<file path="src/rtl/mcp23s17_spi_master.sv">
// Register-access SPI master (mode 0, 24-bit frames) for the MCP23S17 GPIO expander,
// plus a synchroniser that turns the expander's INTA line into an interrupt pulse.
module mcp23s17_spi_master #(
   parameter int CLK_DIV = 4
) (
   input  logic       clk,
   input  logic       reset,
   input  logic       req,
   output logic       ready,
   input  logic       rw,
   input  logic [2:0] hw_addr,
   input  logic [7:0] reg_addr,
   input  logic [7:0] wr_data,
   output logic [7:0] rd_data,
   output logic       rd_valid,
   output logic       spi_sck,
   output logic       spi_mosi,
   input  logic       spi_miso,
   output logic       spi_cs_n,
   input  logic       inta_n,
   output logic       irq,
   output logic       int_active
);

   localparam int DIV_W = $clog2(CLK_DIV);

   localparam logic [1:0] ST_IDLE    = 2'd0;
   localparam logic [1:0] ST_SHIFT   = 2'd1;
   localparam logic [1:0] ST_CS_HOLD = 2'd2;
   localparam logic [1:0] ST_CS_GAP  = 2'd3;

   logic [1:0]       state;
   logic [DIV_W-1:0] div_cnt;
   logic [4:0]       bit_cnt;
   logic [23:0]      tx_sr;
   logic [7:0]       rx_sr;
   logic             is_read;
   logic             miso_p0, miso_p1;
   logic             inta_p0, inta_p1, inta_p2;
   logic             phase_end;
   logic [23:0]      frame_in;

   assign phase_end  = (div_cnt == DIV_W'(CLK_DIV - 1));
   assign frame_in   = {4'b0100, hw_addr, rw, reg_addr, rw ? 8'h00 : wr_data};
   assign ready      = (state == ST_IDLE);
   assign int_active = ~inta_p1;

   // Control path: frame sequencing, SPI pins and read completion.
   always_ff @(posedge clk) begin
      if (reset) begin
         state    <= ST_IDLE;
         div_cnt  <= '0;
         bit_cnt  <= '0;
         spi_sck  <= 1'b0;
         spi_cs_n <= 1'b1;
         spi_mosi <= 1'b0;
         rd_valid <= 1'b0;
         rd_data  <= 8'h00;
      end else begin
         rd_valid <= 1'b0;
         case (state)
            ST_IDLE: begin
               if (req) begin
                  state    <= ST_SHIFT;
                  spi_cs_n <= 1'b0;
                  spi_mosi <= frame_in[23];
                  spi_sck  <= 1'b0;
                  div_cnt  <= '0;
                  bit_cnt  <= '0;
               end
            end
            ST_SHIFT: begin
               if (phase_end) begin
                  div_cnt <= '0;
                  if (!spi_sck) begin
                     spi_sck <= 1'b1;
                  end else begin
                     // Falling edge: present the next bit in the same cycle.
                     spi_sck <= 1'b0;
                     if (bit_cnt == 5'd23) begin
                        state    <= ST_CS_HOLD;
                        spi_mosi <= 1'b0;
                     end else begin
                        bit_cnt  <= bit_cnt + 5'd1;
                        spi_mosi <= tx_sr[22];
                     end
                  end
               end else begin
                  div_cnt <= div_cnt + 1'b1;
               end
            end
            ST_CS_HOLD: begin
               if (phase_end) begin
                  div_cnt  <= '0;
                  spi_cs_n <= 1'b1;
                  state    <= ST_CS_GAP;
               end else begin
                  div_cnt <= div_cnt + 1'b1;
               end
            end
            ST_CS_GAP: begin
               if (phase_end) begin
                  div_cnt <= '0;
                  state   <= ST_IDLE;
                  if (is_read) begin
                     rd_valid <= 1'b1;
                     rd_data  <= rx_sr;
                  end
               end else begin
                  div_cnt <= div_cnt + 1'b1;
               end
            end
            default: state <= ST_IDLE;
         endcase
      end
   end

   // Data path: frame shift register and MISO capture at the end of each high phase.
   always_ff @(posedge clk) begin
      if (state == ST_IDLE && req) begin
         tx_sr   <= frame_in;
         is_read <= rw;
      end else if (state == ST_SHIFT && phase_end && spi_sck) begin
         tx_sr <= {tx_sr[22:0], 1'b0};
         rx_sr <= {rx_sr[6:0], miso_p1};
      end
   end

   // Synchronisers: p0/p1 form the 2-flop chain, inta_p2 is the previous synchronised INTA.
   always_ff @(posedge clk) begin
      if (reset) begin
         miso_p0 <= 1'b1;
         miso_p1 <= 1'b1;
         inta_p0 <= 1'b1;
         inta_p1 <= 1'b1;
         inta_p2 <= 1'b1;
         irq     <= 1'b0;
      end else begin
         miso_p0 <= spi_miso;
         miso_p1 <= miso_p0;
         inta_p0 <= inta_n;
         inta_p1 <= inta_p0;
         inta_p2 <= inta_p1;
         irq     <= inta_p2 & ~inta_p1;
      end
   end

endmodule

</file>
<file path="config.mk">
export PLATFORM = sky130hd
export DESIGN_NAME = mcp23s17_spi_master
export DESIGN_NICKNAME = d
export VERILOG_FILES = /design/src/rtl/mcp23s17_spi_master.sv
export SDC_FILE = /design/constraint.sdc
export NUM_CORES = 1
export LEC_CHECK = 0
export CAP_MARGIN = 10
export CORE_AREA = 3 3 59 102
export DETAILED_ROUTE_END_ITERATION = 7
export DIE_AREA = 0 0 62 105
export PLACE_DENSITY = 0.68
export REMOVE_ABC_BUFFERS = 1
export SLEW_MARGIN = 20
export SYNTH_ARGS = -nofsm -noshare
export SYNTH_HDL_FRONTEND = slang
export SYNTH_SLANG_ARGS = --single-unit
</file>
<file path="constraint.sdc">
create_clock -name clk -period 1.95 [get_ports clk]
set_input_delay 0.2925 -clock clk [delete_from_list [all_inputs] [get_ports clk]]
set_output_delay 0.2925 -clock clk [all_outputs]
set_load 0.02 [all_outputs]
</file>
After elaboration in Yosys (flattened, before gate mapping)
Index checks and enable logic that the tools add are counted.
- bitwise gates (word level): 5
- mux-type cells: 29
- multiply operators: 0
- shifts and indexed selects: 0
- reduce and logical (&&, ||, !) cells: 16
- $add $sub $neg: 2
- equal/unequal tests: 12
- divide/modulo/power cells: 0
- magnitude comparators: 0
- operators with widths (cell ; number):
    20-bit 2-to-1 mux ; 2
    5-bit 2-to-1 mux ; 4
    2-bit 2-to-1 mux ; 8
    2-bit inequality test (second input constant) ; 7
    5-bit case mux with 2 select lines ; 1
    3-bit AND reduction ; 3
    1-bit 2-to-1 mux ; 8
    8-bit 2-to-1 mux ; 1
    2-bit case mux with 4 select lines ; 1
    2-bit equality test (second input constant) ; 3
    1-bit case mux with 2 select lines ; 3
    6-bit AND reduction ; 1
    2-bit nonzero test ; 3
    3-bit OR reduction ; 2
    5-bit by 1-bit adder with 5-bit output (second input constant) ; 1
    5-bit equality test (second input constant) ; 1
    5-bit AND reduction ; 1
    1-bit inverter ; 4
    2-bit case mux with 2 select lines ; 1
    4-bit AND reduction ; 1
    1-bit logical AND ; 3
    2-bit by 1-bit adder with 2-bit output (second input constant) ; 1
    2-bit by 1-bit equality test with 1-bit output (second input constant) ; 1
    2-bit logical NOT ; 1
    other kinds (2) ; 2
- memory bits (writable): 0
- memories: 0
- memory bits (read-only): 0
- logic and storage cells: 82
- bits in registers: 59
- latch bits: 0
- input bits: 25
- output and inout port bits: 15

Longest topological paths before layout
Gate-level depths: netlist of the first run.
- word-level depth: 5
- mapped depth: 7
- gate-level depth less buffers: 6

Worst setup path after synthesis of the first run
OpenSTA, ideal clock, no wires.
- kind: reg-to-reg
- start: register state[0]
- end: register tx_sr[0], enable pin
- required time: 1555 ps
- clock period less this slack: 2190 ps
- path slack: -240 ps
- path buffers: 2
- setup time: 395 ps
- cell stages (with the launch flop): 7
- arrival time: 1796 ps
- path through: dfxtp_1 -> inv_1 -> ha_1 -> nand2_1 -> clkbuf_1 -> clkbuf_1 -> nand2_1
- elaborated cells on any way between the ends: 6
- classes of those cells: 1 x eq/ne; 5 x reduce/logical
- RTL lines (item ; RTL line ; text):
    start: declaration ; 32 ; logic [1:0] state;
    start signal: assignment ; 51 ; state <= ST_IDLE;
    start signal: assignment ; 64 ; state <= ST_SHIFT;
    start signal: assignment ; 81 ; state <= ST_CS_HOLD;
    2-bit logical NOT ; -- ;
    named net ready ; 9 ; output logic ready,
    1-bit logical AND ; 120 ; if (state == ST_IDLE && req) begin
    2-bit nonzero test (no line) ; -- ;
    end signal: assignment ; 121 ; tx_sr <= frame_in;
    end signal: assignment ; 124 ; tx_sr <= {tx_sr[22:0], 1'b0};
    end: declaration ; 35 ; logic [23:0] tx_sr;
The timed path passes the listed nets, and every way through them passes these cells.
A chain may end at the register's enable or synchronous reset.

Worst setup path after layout of the first run
- start: register state[1]
- end: register bit_cnt[4]
- longest elaborated chain between the ends: 3
- elaborated cells on any way between the ends: 9
- classes of those cells: 5 x eq/ne; 1 x mux; 3 x reduce/logical
- RTL lines (item ; RTL line ; text):
    2-bit by 1-bit equality test with 1-bit output or 2-bit logical NOT (tied branches) ; 61 ; case (state)
    2-bit inequality test (no line) or 2-bit nonzero test (tied branches) ; -- ;
    5-bit AND reduction (no line) ; -- ;
    end signal: assignment ; 84 ; bit_cnt <= bit_cnt + 5'd1;
    end: declaration ; 34 ; logic [4:0] bit_cnt;
Several ways; a longest one is shown, not always the timed one.

==> impl_metrics.env, run 1 <==
export IMPL_status="finished clean"
export IMPL_cts_setup_buffers=0
export IMPL_met3_usage_pct=6.30
export IMPL_slew_viol_final=0
export IMPL_worst_pin_slew_ps=358
export IMPL_cap_violations=0
export IMPL_critPathLaunch="state[1]$_SDFFE_PP0P_"
export IMPL_grt_pass1_vias=1670
export IMPL_crit_slowest_cell="or4_1"
export IMPL_reg2reg_depth=6
export IMPL_layout_min_cycle_time_ps=1810
export IMPL_final_nets=296
export IMPL_grt_overflow_total=0
export IMPL_seq_power_share_pct=41.5
export IMPL_synthArstFlopShare_pct=0
export IMPL_rows=35
export IMPL_io_buffers=39
export IMPL_regArea_um2=1470
export IMPL_dieHeight_um=105
export IMPL_leakagePower_uw=0.00120
export IMPL_ir_drop_mv=0.664
export IMPL_htree_levels=3
export IMPL_arrival_ps=2070
export IMPL_rsz0062_at_grt="false"
export IMPL_pwr_share_comb_pct=25.2
export IMPL_place_gp_congestion=0.863
export IMPL_synth_cells=213
export IMPL_grt_pass1_wl_mm=7.29
export IMPL_cts_tree="yes"
export IMPL_io_pins=40
export IMPL_hp_start="miso_p0$_SDFF_PP1_"
export IMPL_drc_errors=0
export IMPL_min_period_over_period_pct=92.6
export IMPL_r2r_end="bit_cnt[4]$_SDFFE_PP0P_"
export IMPL_cts_buffers=9
export IMPL_insertedDiodeCount=0
export IMPL_grt_busiest_layer="met2"
export IMPL_power_density_nw_per_um2=1270
export IMPL_synth_edf_count=29
export IMPL_design_core_area_um2=5300
export IMPL_yosys_warnings=0
export IMPL_relSlewSlack_pct=76.0
export IMPL_synthTopCellsByArea="edfxtp_1 (36%), dfxtp_1 (25%), mux2_2 (5.6%)"
export IMPL_via_per_inst=4.87
export IMPL_start_kind="flop"
export IMPL_use_met1_pct=16.7
export IMPL_cp_required_ps=2210
export IMPL_switchingPower_uw=1100
export IMPL_path_class="reg -> reg"
export IMPL_root_buffer="clkbuf_8"
export IMPL_final_util_pct=60.6
export IMPL_fillCellCount=452
export IMPL_yosysTopAreaCell="edfxtp_1"
export IMPL_vias=1669
export IMPL_grt_use_total_pct=15.3
export IMPL_synth_most_common_cell="nand2_1"
export IMPL_avgSynthCellArea_um2=11.4
export IMPL_ys_seq_elements=59
export IMPL_critPathCaptureType="flop"
export IMPL_met2_usage_pct=24.8
export IMPL_p_int_uw=2990
export IMPL_start_util_pct=45.8
export IMPL_crit_path_end="bit_cnt[4]$_SDFFE_PP0P_"
export IMPL_seq_area_frac_synth_pct=60.6
export IMPL_post_cts_resize_count=1
export IMPL_netlist_area_um2=2430
export IMPL_antenna_left=0
export IMPL_drt_iter0_drc=48
export IMPL_pwr_share_clk_pct=33.3
export IMPL_timing_rr_start="state[1]$_SDFFE_PP0P_"
export IMPL_clk_path_buf_depth=2
export IMPL_cts_hold_buf=0
export IMPL_first_pass_iters=4
export IMPL_netlist_area_leader_share_pct=35.9
export IMPL_grt_max_degree=21
export IMPL_ys_types=42
export IMPL_cts_reportedPaths_clkPinSlew_ps=70
export IMPL_drive_gt1_share_pct=17.1
export IMPL_chipWidth_um=62
export IMPL_ys_flop_type="dfxtp_1"
export IMPL_syn_to_final_growth_pct=32.2
export IMPL_dieArea_um2=6510
export IMPL_post_drt_wl_per_cell_um=12.4
export IMPL_multi_input_area_um2=892
export IMPL_insertion_delay_ps=330
export IMPL_hold_viol_final=0
export IMPL_antenna_found_initial=0
export IMPL_min_path_type="reg -> reg"
export IMPL_fin_skew_ps=7.67
export IMPL_setup_violations=0
export IMPL_routed_wirelength_mm=4.27
export IMPL_reg2reg_setup_slack_ps=140
export IMPL_setup_tns_ps=0
export IMPL_cp_max_fo=9
export IMPL_hpwlAfterDp_mm=3.08
export IMPL_clkSinkCount=59
export IMPL_synth_common_cells="nand2_1 (32), dfxtp_1 (30), edfxtp_1 (29)"
export IMPL_worstPathCellList="inv_1 > ha_1 > a21bo_2 > nand3_4 > or4_1 > a21oi_1"
export IMPL_max_stage_delay_ps=480
export IMPL_swShare_pct=26.8
export IMPL_max_freq_ghz=0.554
-- worst min path at each step --
stage                              endpoint  slack [ps]  cells after the start
floorplan           bit_cnt[0]$_SDFFE_PP0P_         360                      1
global route             miso_p1$_SDFF_PP1_         420                      1
detailed placement       miso_p1$_SDFF_PP1_         400                      1
finish                   miso_p1$_SDFF_PP1_         410                      1
CTS                      miso_p1$_SDFF_PP1_         410                      1
global placement         rx_sr[0]$_DFFE_PP_         390                      0
-- per-stage QoR --
step / area, um^2 / worst slack, ps / instances / hold WS [ps] / power, uW
after detailed placement: 2960 / 83.2 / 327 / 398 / 2780
after floorplan: 2390 / -450 / 205 / 362 / 2400
final: 3210 / 143 / 343 / 407 / 4090
after CTS: 3210 / 129 / 343 / 414 / 4140
after global placement: 2960 / 163 / 327 / 392 / 2760
after global routing: 3210 / 16.2 / 343 / 422 / 4340
-- critical path, delay by kind of cell, from the launching register on --
kind / cells / cell delay, ps
buffers and inverters: 1 / 90
DFF: 1 / 380
adders and majority gates: 1 / 280
and+or+nand+nor: 2 / 570
AOI/OAI and AO/OA: 2 / 420
-- metal layers --
metal | up-vias | wire length, um
met2 | 42 | 2300
met1 | 767 | 1690
li1 | 852 | -
met4 | 0 | 89
met5 | - | 0
met3 | 8 | 181
-- area by class of cell --
type / count / share of cell area [%]
flip-flops and latches: 59 / 45.8
clock buffers: 10 / 4.29
inverters: 6 / 0.701
well taps: 74 / 2.88
repair buffers: 48 / 15.0
multi-input cells: 140 / 27.8
clock inverters: 6 / 3.51
-- kinds of logic (layout without fill, tap and decap cells) --
kind of cell | Yosys count | in the layout | synth area share, %
AND/OR/NAND/NOR | 80 | 80 | 17.1
flip-flops | 59 | 59 | 60.6
AO/OA/AOI/OAI | 37 | 37 | 8.81
multiplexers | 16 | 16 | 7.21
buffers and inverters | 14 | 70 | 2.68
adder cells (fa/ha/maj) | 7 | 7 | 3.61
-- flip-flops by register name (all words and copies together) (netlist names) --
signal / count
spi_cs_n: 1
inta_p1: 1
tx_sr: 23
bit_cnt: 5
irq: 1
miso_p1: 1
state: 2
miso_p0: 1
rd_valid: 1
div_cnt: 2
rd_data: 8
inta_p2: 1
spi_mosi: 1
spi_sck: 1
is_read: 1
inta_p0: 1
rx_sr: 8
-- placed cells by master, fill, tap and decap left out, drive strengths merged, types with 2 or more instances in the layout --
master,netlist,final
nand3,7,7
nor2b,2,2
inv,5,5
clkbuf,5,10
nor2,9,9
buf,3,9
nor3,2,2
nand3b,2,2
mux2,12,12
nand2,32,32
nand2b,8,8
clkinv,1,4
mux2i,4,4
edfxtp,29,29
clkdlybuf4s50,0,38
o21ai,10,10
or2,5,5
or2b,2,2
and3,3,3
a21oi,17,17
bufinv,0,3
a31oi,2,2
dfxtp,30,30
ha,7,7
-- power groups by stage --
stage                     Clock, uW  Combinational (uW)  Sequential, uW
after detailed placement          0                1050            1730
after CTS                      1390                1050            1700
after global placement            0                1040            1720
final                          1360                1030            1700
after floorplan                   0                 686            1710
after global routing           1450                1160            1730
Note: power is estimated with default switching activity, not from simulation.
==> run 2: changes to the inputs <==
Settings changed: CTS_CLUSTER_DIAMETER set to 80.
==> results of run 2 <==
No change in the layout: final DEF, timing and power equal those of run 1.
